### src/rtl/selen_fetch_pkg.sv
// selen_fetch_pkg: shared fetch-stage types and constants for the SELEN pipeline.
package selen_fetch_pkg;

  typedef enum logic [1:0] {
    REQ   = 2'd0,
    HOLD  = 2'd1,
    DRAIN = 2'd2
  } fetch_state_e;

  localparam int unsigned PC_INC           = 4;
  localparam logic [31:0] RESET_PC_DEFAULT = 32'h0000_0200;
  localparam logic [31:0] INSTR_NOP        = 32'h0000_0013;

endpackage

### src/rtl/fetch_pc_ctrl_if.sv
// fetch_pc_ctrl_if: instruction-memory req/ack fetch bus.
// master = fetch controller, slave = instruction memory.
interface fetch_pc_ctrl_if #(
  parameter int ADDR_W = 32
);

  logic              imem_req;
  logic [ADDR_W-1:0] imem_addr;
  logic              imem_ack;
  logic [31:0]       imem_rdata;

  modport master (
    output imem_req,
    output imem_addr,
    input  imem_ack,
    input  imem_rdata
  );

  modport slave (
    input  imem_req,
    input  imem_addr,
    output imem_ack,
    output imem_rdata
  );

endinterface

### src/rtl/fetch_hold_buf.sv
// fetch_hold_buf: one-entry parking slot for a word fetched while decode is stalled.
// kill and rel both empty the entry; kill wins over a same-cycle load.
module fetch_hold_buf
  import selen_fetch_pkg::*;
#(
  parameter int ADDR_W = 32
) (
  input  logic              clk,
  input  logic              rst_n,
  input  logic              load,
  input  logic              rel,
  input  logic              kill,
  input  logic [31:0]       word_in,
  input  logic [ADDR_W-1:0] pc_in,
  output logic [31:0]       word,
  output logic [ADDR_W-1:0] pc,
  output logic              valid
);

  // Entry register: empty on kill/release, filled on load.
  always_ff @(posedge clk) begin
    if (!rst_n) begin
      valid <= 1'b0;
      word  <= INSTR_NOP;
      pc    <= '0;
    end else if (kill || rel) begin
      valid <= 1'b0;
    end else if (load) begin
      valid <= 1'b1;
      word  <= word_in;
      pc    <= pc_in;
    end
  end

endmodule

### src/rtl/fetch_pc_ctrl.sv
// fetch_pc_ctrl: SELEN fetch-stage PC controller.
// Issues one fetch at a time on the imem bus, delivers words to decode,
// and redirects/flushes on a taken M-stage branch.
// Optional build macro: SELEN_REDIRECT_CNT_EN adds the redirect_cnt output.
module fetch_pc_ctrl
  import selen_fetch_pkg::*;
#(
  parameter int                ADDR_W   = 32,
  parameter logic [ADDR_W-1:0] RESET_PC = ADDR_W'(RESET_PC_DEFAULT)
) (
  input  logic              clk,
  input  logic              rst_n,
  input  logic              brnch_enM,
  input  logic              brnch_tknM,
  input  logic [ADDR_W-1:0] brnch_tgtM,
  input  logic              stallF,
  fetch_pc_ctrl_if.master   imem,
  output logic [31:0]       instrD,
  output logic [ADDR_W-1:0] pcD,
  output logic              validD,
  output logic              flush
`ifdef SELEN_REDIRECT_CNT_EN
  ,
  output logic [31:0]       redirect_cnt
`endif
);

  // state | meaning
  // ------+----------------------------------------------------------------
  // REQ   | request outstanding at pc; ack delivers, parks or is discarded
  // HOLD  | fetched word parked in hold buffer while decode stalls; no req
  // DRAIN | redirected with a fetch in flight; re-present old addr until ack

  fetch_state_e      state, state_nxt;
  logic [ADDR_W-1:0] pc, pc_nxt, pc_inc, tgt;
  logic [ADDR_W-1:0] drain_addr, drain_addr_nxt;
  logic              redirect;
  logic [1:0]        unused_tgt_lsb;

  logic              hb_load, hb_rel, hb_kill, hb_valid;
  logic [31:0]       hb_word;
  logic [ADDR_W-1:0] hb_pc;

  logic              d_load;
  logic [31:0]       d_word;
  logic [ADDR_W-1:0] d_pc;

  assign redirect       = brnch_enM & brnch_tknM;
  assign tgt            = {brnch_tgtM[ADDR_W-1:2], 2'b00};
  assign unused_tgt_lsb = brnch_tgtM[1:0];
  assign pc_inc         = pc + ADDR_W'(PC_INC);

  assign flush          = rst_n & redirect;
  assign imem.imem_req  = rst_n & (state != HOLD);
  assign imem.imem_addr = !rst_n          ? RESET_PC   :
                          (state == DRAIN) ? drain_addr : pc;

  fetch_hold_buf #(
    .ADDR_W (ADDR_W)
  ) u_hold_buf (
    .clk     (clk),
    .rst_n   (rst_n),
    .load    (hb_load),
    .rel     (hb_rel),
    .kill    (hb_kill),
    .word_in (imem.imem_rdata),
    .pc_in   (pc),
    .word    (hb_word),
    .pc      (hb_pc),
    .valid   (hb_valid)
  );

  // Next-state, next-pc and delivery decisions.
  always_comb begin
    state_nxt      = state;
    pc_nxt         = pc;
    drain_addr_nxt = drain_addr;
    hb_load        = 1'b0;
    hb_rel         = 1'b0;
    hb_kill        = 1'b0;
    d_load         = 1'b0;
    d_word         = imem.imem_rdata;
    d_pc           = pc;
    case (state)
      REQ: begin
        if (imem.imem_ack) begin
          if (redirect) begin
            pc_nxt = tgt;
          end else if (!stallF) begin
            d_load = 1'b1;
            pc_nxt = pc_inc;
          end else begin
            hb_load   = 1'b1;
            state_nxt = HOLD;
          end
        end else if (redirect) begin
          // keep presenting the in-flight address until memory acks it
          pc_nxt         = tgt;
          drain_addr_nxt = pc;
          state_nxt      = DRAIN;
        end
      end
      HOLD: begin
        if (redirect) begin
          hb_kill   = 1'b1;
          pc_nxt    = tgt;
          state_nxt = REQ;
        end else if (!stallF) begin
          hb_rel    = 1'b1;
          d_load    = hb_valid;
          d_word    = hb_word;
          d_pc      = hb_pc;
          pc_nxt    = pc_inc;
          state_nxt = REQ;
        end
      end
      DRAIN: begin
        if (redirect) begin
          pc_nxt = tgt;
        end
        if (imem.imem_ack) begin
          state_nxt = REQ;
        end
      end
      default: begin
        state_nxt = REQ;
      end
    endcase
  end

  // State, pc and drain-address registers.
  always_ff @(posedge clk) begin
    if (!rst_n) begin
      state      <= REQ;
      pc         <= RESET_PC;
      drain_addr <= RESET_PC;
    end else begin
      state      <= state_nxt;
      pc         <= pc_nxt;
      drain_addr <= drain_addr_nxt;
    end
  end

  // Decode register: redirect kills, stall holds, otherwise load or go empty.
  always_ff @(posedge clk) begin
    if (!rst_n) begin
      instrD <= '0;
      pcD    <= '0;
      validD <= 1'b0;
    end else if (redirect) begin
      validD <= 1'b0;
    end else if (d_load) begin
      instrD <= d_word;
      pcD    <= d_pc;
      validD <= 1'b1;
    end else if (!stallF) begin
      validD <= 1'b0;
    end
  end

`ifdef SELEN_REDIRECT_CNT_EN
  // Saturating count of redirect cycles.
  always_ff @(posedge clk) begin
    if (!rst_n) begin
      redirect_cnt <= '0;
    end else if (redirect && (redirect_cnt != 32'hFFFF_FFFF)) begin
      redirect_cnt <= redirect_cnt + 32'd1;
    end
  end
`endif

endmodule

### src/flat_wrapper.sv
// flat-port wrapper written by rule: the top's interface ports become plain ports
module fetch_pc_ctrl_flat import selen_fetch_pkg::*;
#(
  parameter int                ADDR_W   = 32,
  parameter logic [ADDR_W-1:0] RESET_PC = ADDR_W'(RESET_PC_DEFAULT)
)
  (clk, rst_n, brnch_enM, brnch_tknM, brnch_tgtM, stallF, instrD, pcD, validD, flush, imem_imem_req, imem_imem_addr, imem_imem_ack, imem_imem_rdata);
  fetch_pc_ctrl_if #(.ADDR_W(ADDR_W)) imem_i ();
  input  logic clk;
  input  logic rst_n;
  input  logic brnch_enM;
  input  logic brnch_tknM;
  input  logic [ADDR_W-1:0] brnch_tgtM;
  input  logic stallF;
  output logic [31:0] instrD;
  output logic [ADDR_W-1:0] pcD;
  output logic validD;
  output logic flush;
  output wire logic [$bits(imem_i.imem_req)-1:0] imem_imem_req;
  output wire logic [$bits(imem_i.imem_addr)-1:0] imem_imem_addr;
  input wire logic [$bits(imem_i.imem_ack)-1:0] imem_imem_ack;
  input wire logic [$bits(imem_i.imem_rdata)-1:0] imem_imem_rdata;
  assign imem_imem_req = imem_i.imem_req;
  assign imem_imem_addr = imem_i.imem_addr;
  assign imem_i.imem_ack = imem_imem_ack;
  assign imem_i.imem_rdata = imem_imem_rdata;
  fetch_pc_ctrl #(.ADDR_W(ADDR_W), .RESET_PC(RESET_PC)) u_core (.clk(clk), .rst_n(rst_n), .brnch_enM(brnch_enM), .brnch_tknM(brnch_tknM), .brnch_tgtM(brnch_tgtM), .stallF(stallF), .imem(imem_i), .instrD(instrD), .pcD(pcD), .validD(validD), .flush(flush));
endmodule
### config.mk
export PLATFORM = sky130hd
export DESIGN_NAME = fetch_pc_ctrl_flat
export DESIGN_NICKNAME = d
export VERILOG_FILES = /design/src/rtl/selen_fetch_pkg.sv /design/src/rtl/fetch_pc_ctrl_if.sv /design/src/rtl/fetch_hold_buf.sv /design/src/rtl/fetch_pc_ctrl.sv /design/src/flat_wrapper.sv
export SDC_FILE = /design/constraint.sdc
export NUM_CORES = 1
export LEC_CHECK = 0
export ABC_AREA = 1
export CORE_MARGIN = 10
export CORE_UTILIZATION = 39
export CTS_CLUSTER_SIZE = 16
export DETAILED_ROUTE_END_ITERATION = 7
export HOLD_SLACK_MARGIN = 0.12
export PLACE_DENSITY = 0.7
export SYNTH_ARGS = -nofsm -noshare
export SYNTH_HDL_FRONTEND = slang
export SYNTH_HIERARCHICAL = 1
export SYNTH_SLANG_ARGS = --single-unit
### constraint.sdc
create_clock -name clk -period 1.7 [get_ports clk]
set_input_delay 0.17 -clock clk [delete_from_list [all_inputs] [get_ports clk]]
set_output_delay 0.17 -clock clk [all_outputs]
set_load 0.01 [all_outputs]
### Word level (Yosys, flattened, before mapping)

Index checks and enable logic that the tools add are counted.

| cells by class | value |
|---|---|
| equal/unequal tests | 9 |
| mux-type cells | 34 |
| bitwise operators | 7 |
| reductions and logical operators | 9 |
| add/subtract/negate cells | 1 |

Operator list:

| cell | number |
|---|---|
| $mux 32 | 10 |
| $pmux 32 s3 | 1 |
| $add 32x3->32 const B | 1 |
| $mux 1 | 14 |
| $mux 2 | 7 |
| $ne 3x2->1 const B | 3 |
| $pmux 2 s3 | 1 |
| $reduce_and 5->1 | 1 |
| $ne 2x1->1 const B | 2 |
| $not 1->1 | 4 |
| $reduce_and 2->1 | 2 |
| $reduce_or 2->1 | 2 |
| $and 1x1->1 | 3 |
| $ne 3x3->1 const B | 1 |
| $reduce_and 3->1 | 1 |
| $reduce_bool 3->1 | 1 |
| $eq 2x1->1 const B | 1 |
| $eq 2x2->1 const B | 1 |
| $logic_not 2->1 | 1 |
| $ne 2x2->1 const B | 1 |
| $pmux 1 s2 | 1 |
| $logic_or 1x1->1 | 1 |

| word-level totals | value |
|---|---|
| input port bits | 70 |
| register bits | 196 |
| output and inout bits | 99 |
| word-level logic and storage cells | 69 |

### Depth between registers and ports, before layout

| depth | value |
|---|---|
| word-level depth | 6 |
| depth in mapped cells | 13 |
| mapped depth without buffers | 12 |

### By module

The synthesis kept the hierarchy.

By module, submodules not included:

| module | times used | area each (um2) | cells an instance | seq. area each (um2) |
|---|---|---|---|---|
| fetch_pc_ctrl | 1 | 7068.0 | 1039 | 2622.5 |
| fetch_hold_buf | 1 | 2816.5 | 417 | 1301.2 |

### Least setup slack after synthesis

Ideal clock, no wire load.

| timing path | value |
|---|---|
| path type | reg-to-reg |
| start | register u_core.state[1] |
| end | register u_core.pc[7] |
| library setup time | 0.127 ns |
| period minus slack after synthesis | 1.671 ns |
| path slack | 0.029 ns |
| stages on the path, launching flop included | 10 |
| path buffers | 0 |
| data arrival time | 1.544 ns |
| data required time | 1.573 ns |
| cells stage by stage | dfxtp_1 -> inv_1 -> ha_1 -> inv_1 -> o21ai_0 -> clkinv_1 -> o31ai_1 -> nand2_1 -> nand2_1 -> a21oi_1 |

| between the ends | value |
|---|---|
| longest elaborated chain between the ends | 2 |
| elaborated cells on any way between the ends | 5 |
| those cells by class | 2 x eq/ne; 1 x mux; 2 x reduce/logical |

RTL lines:

| what | RTL line | source |
|---|---|---|
| from (decl) | fetch_pc_ctrl.sv:34 | `fetch_state_e state, state_nxt;` |
| from (signal assigned) | fetch_pc_ctrl.sv:138 | `state <= state_nxt;` |
| $eq 2x2->1, or another cell as far along | fetch_pc_ctrl.sv:84 | `case (state)` |
| $pmux 32 s3 or $reduce_bool 3->1 (tied branches) | -- |  |
| to (signal assigned) | fetch_pc_ctrl.sv:139 | `pc <= pc_nxt;` |
| to (decl) | fetch_pc_ctrl.sv:35 | `logic [ADDR_W-1:0] pc, pc_nxt, pc_inc, tgt;` |

Several ways; a longest one is shown, not always the timed one.
A chain may end at the register's enable or synchronous reset.

### Final worst setup path

| timing path | value |
|---|---|
| start | register u_core.state[0] |
| end | output port imem_imem_addr[17] |

| between the ends | value |
|---|---|
| longest elaborated chain between the ends | 3 |

RTL lines:

| what | RTL line | source |
|---|---|---|
| $eq 2x2->1 | fetch_pc_ctrl.sv:56 | `(state == DRAIN) ? drain_addr : pc;` |
| $mux 32 | fetch_pc_ctrl.sv:56 |  |
| $mux 32 | fetch_pc_ctrl.sv:55 | `assign imem.imem_addr = !rst_n ? RESET_PC :` |
| to (decl) | flat_wrapper.sv:20 | `output wire logic [$bits(imem_i.imem_addr)-1:0] imem_imem_addr;` |

No other way between the ends.

==> results by group <==
Floorplanning
  • Row cnt: 58
  • Core ar.: ~25000 um2
  • Initial Util: just under 40%
  • IO Pins: 169
  • Die area: 32100 um2
  • Die height: 179 um
  • Horiz. Die Dim: 179 um

Pwr
  • Clock Power Share: 30.6%
  • Sw power: 4.38 mW
  • Net Sw Frac: 32.2%
  • LEAKAGE: 5.96 nW
  • Pwr/cell area: 948 nW/um2
  • Worst IR drop on VDD: 0.529 mV
  • Seq pwr share: between 30% and 40%
  • Comb power frac: approximately 30%
  • P_int: 9.23 mW

Yosys
  • Unique cell type count in the Yosys netlist: 43
  • Number of synthesized flops with an enable pin: 0
  • Post-synthesis mux area share: 0%
  • #FFs+latches synth: 196
  • Yosys top cell area share: slightly below 40%
  • Synth cell count leaders: nand2_1, dfxtp_1, a21oi_1
  • Syn Area/Cell: roughly 6.8 um2
  • Register area share after synthesis: between 30% and 40%
  • Synthesis Warnings: 6
  • Cell Area, Synth: 9880 um2
  • Top cells by area, synth: dfxtp_1, nand2_1, a21oi_1, o21ai_0, nand3_1
  • Ys flop type: dfxtp_1
  • Asr flop ratio synth: 0%
  • Gate Count Post-Synth: ~1500
  • Post-synthesis simple-gate area fraction: 26.0%
  • Cell taking the most area after synthesis: dfxtp_1
  • Mapped Nets: between 1500 and 2000
  • Most common cell in the netlist: nand2_1
  • Adder-Cell Fraction of Synth Area: 0.633%
  • Compound-Gate Fraction of Synth Area: 23.2%
  • Largest family of logic cells by synthesized area: simple AND/OR/NAND/NOR gates
  • Xor and xnor area share after synthesis: 0%

Drt
  • Number of vias per cell: 5.36
  • Initial DRC count: around 1300
  • DR WL/cell: around 17 um
  • Vias: ~11000
  • Post-Route WL: ~34 mm
  • Drc violations: 0
  • Post-route ant nets: 0
  • DR pass1 iterations: 5

Clock network
  • Clock latency on the worst-skew pair: 0.43 ns
  • H-tree lvl count: 4
  • CTS tree: built
  • CTS Root Cell: clkbuf_16
  • CTS Sinks: 196
  • Clk slew on worst S/H paths: 0.08 ns
  • Maximum clock path buffer count: 2
  • CTS buffer count: 17

Setup path
  • Arrival @ worst endpoint: 1.66 ns
  • R2R depth: 11
  • Crit path cell chain: inv_4 -> ha_4 -> buf_4 -> o21ai_0 -> nor2_1 -> buf_2
  • R2r setup slk: -0.09 ns
  • Critical Path End Type: primary output
  • Worst Setup Path Type: register to primary output
  • Worst path slowest cell: dfxtp_2
  • Reg-to-Reg End: u_core/u_hold_buf/pc[24]$_SDFFE_PN0P_
  • Startpoint types: register
  • Worst path max stage delay: 0.36 ns
  • Reg2reg start: u_core/state[0]$_SDFFE_PN0P_
  • Crit-path max FO: 7
  • WP data required: 1.53 ns

Min path
  • Worst Hold Path EP: u_core/pc[14]$_SDFFE_PN0P_
  • Worst min path class: input port to register
  • Hold path depth: 4
  • Hold path startpoint: rst_n

GRT
  • Grt peak-use layer: met2
  • Vias in the first global route: 9778
  • Global Route met2 Usage: 30.5%
  • First-pass GRT wire length: around 51 mm
  • Overall Global Routing Usage: 19.6%
  • Met3 Track Usage GR: 5.16%
  • Grt met1 use: a little over a quarter
  • GRT overflow: 0
  • Largest net degree at the start of global routing: 149
  • Initial antenna violation count: 1

Timing
  • Fmax: 546 MHz
  • Final hold vios: 0
  • Final setup TNS: -5.59 ns
  • Final setup fails: 116
  • Setup ws final: -0.132 ns
  • Tcrit/Tclk final: 108%
  • Worst-margin pin slew: roughly 0.6 ns
  • Final hold slack: 0.164 ns
  • Worst relative slew slack: 59.8%
  • Minimum clock period: 1.83 ns
  • Final slew viol count: 0
  • Setup Skew: 0.0134 ns
  • RSZ-0062 raised after global routing: yes

Placement
  • PortBufs: 166
  • Gpl congestion: 0.915
  • Pre-CTS setup slack: -0.213 ns
  • Detailed Place HPWL: 21.8 mm
  • Instance area at placement: roughly 13000 um2

Job
  • Max cap viols: 0

Cells and area
  • Fin nets: 1759
  • Fraction of layout cells with a size suffix above 1: between 20% and 30%
  • Fill cells: 2233
  • Synth-to-layout area growth: 45.3%
  • Final Cell Area: 14400 um2

Status
  • Failing checks: setup timing
  • Status: complete, but fails checks
-- metrics by stage --
stage | instances | util (%) | total power, mW
global route | 2027 | 57.3 | 14.3
finish | 2028 | 57.3 | 13.6
floorplan | 1456 | - | 7.20
detailed placement | 1961 | 50.7 | 8.88
CTS | 2009 | 54.3 | 13.3
global placement | 1961 | 50.7 | 8.81
-- worst max-delay path by stage --
stage | startpoint | endpoint | depth (start not counted)
after global placement | u_core/state[0]$_SDFFE_PN0P_ | imem_imem_addr[14] | 7
after detailed placement | u_core/state[0]$_SDFFE_PN0P_ | imem_imem_addr[14] | 7
after floorplan | u_core/state[1]$_SDFFE_PN0P_ | u_core/pc[7]$_SDFFE_PN0P_ | 9
final | u_core/state[0]$_SDFFE_PN0P_ | imem_imem_addr[17] | 6
after global routing | u_core/state[0]$_SDFFE_PN0P_ | imem_imem_addr[17] | 6
after CTS | u_core/state[0]$_SDFFE_PN0P_ | imem_imem_addr[18] | 7
-- cells in the final DEF (no fill, tap or decap), drive strengths merged, types with 5 or more instances in the layout --
cell type      synthesis  final
nand2                290    290
dfxtp                196    196
buf                   51    176
o21ai                172    172
nor2                 150    150
a21oi                149    149
inv                  130    135
clkdlybuf4s50          0    132
nand3                110    110
a31oi                 74     74
clkbuf                63     31
nand4                 16     16
nor3                  15     15
clkinv                 5     10
o221ai                 7      7
o211ai                 7      7
o31ai                  6      6
ha                     5      5
-- layer usage --
metal | up-vias | routed length (um)
li1 | 5349 | -
met1 | 5025 | 14900
met2 | 457 | 15800
met3 | 40 | 3190
met4 | 0 | 493
met5 | - | 0
-- power by group through the flow --
stage / combinational (mW) / clock (mW) / sequential, mW
2_1_floorplan: 1.77 / 0 / 5.44
3_3_place_gp: 3.40 / 0 / 5.41
3_5_place_dp: 3.46 / 0 / 5.42
4_1_cts: 3.69 / 4.24 / 5.33
5_1_grt: 4.43 / 4.44 / 5.40
6_report: 4.09 / 4.17 / 5.35
-- repair_timing --
item	in CTS	in global routing
hold buffers	1	0
gates resized for setup	219	97
cloned	9	14
setup endpoints to repair	121	203
pin swaps	4	10
buffers inserted	6	5
hold endpoints to repair	8	0
-- flip-flops by register name, summed over array words and instances (netlist names) --
register	count
u_core/drain_addr	32
u_core/instrD	32
u_core/pcD	32
u_core/pc	32
u_core/u_hold_buf/pc	32
u_core/u_hold_buf/word	32
u_core/state	2
u_core/u_hold_buf/valid	1
u_core/validD	1
-- area by class of cell --
class / instances / area [um2] / share of cell area, %
Antenna cell: 1 / 2.50 / 0.0174
Clock buffer: 19 / 453 / 3.15
Clock inverter: 13 / 146 / 1.02
Inverter: 135 / 532 / 3.70
Multi-Input combinational cell: 1011 / 5390 / 37.6
Sequential cell: 196 / 3930 / 27.4
Tap cell: 330 / 413 / 2.88
Timing Repair Buffer: 323 / 3490 / 24.3
-- critical path, delay by kind of cell (launching register included) --
kind	cells	cell delay, ns
compound gates	1	0.26
fa+ha+maj	1	0.18
buf+inv	3	0.37
flops	1	0.36
simple gates	1	0.07
-- logic make-up (layout without fill, tap and decap cells) --
family | after synthesis | after routing
buf+inv | 249 | 490
simple gates | 584 | 584
fa+ha+maj | 5 | 5
other cells | 0 | 1
flops | 196 | 196
compound gates | 422 | 422
(Power assumes the default switching activity.)
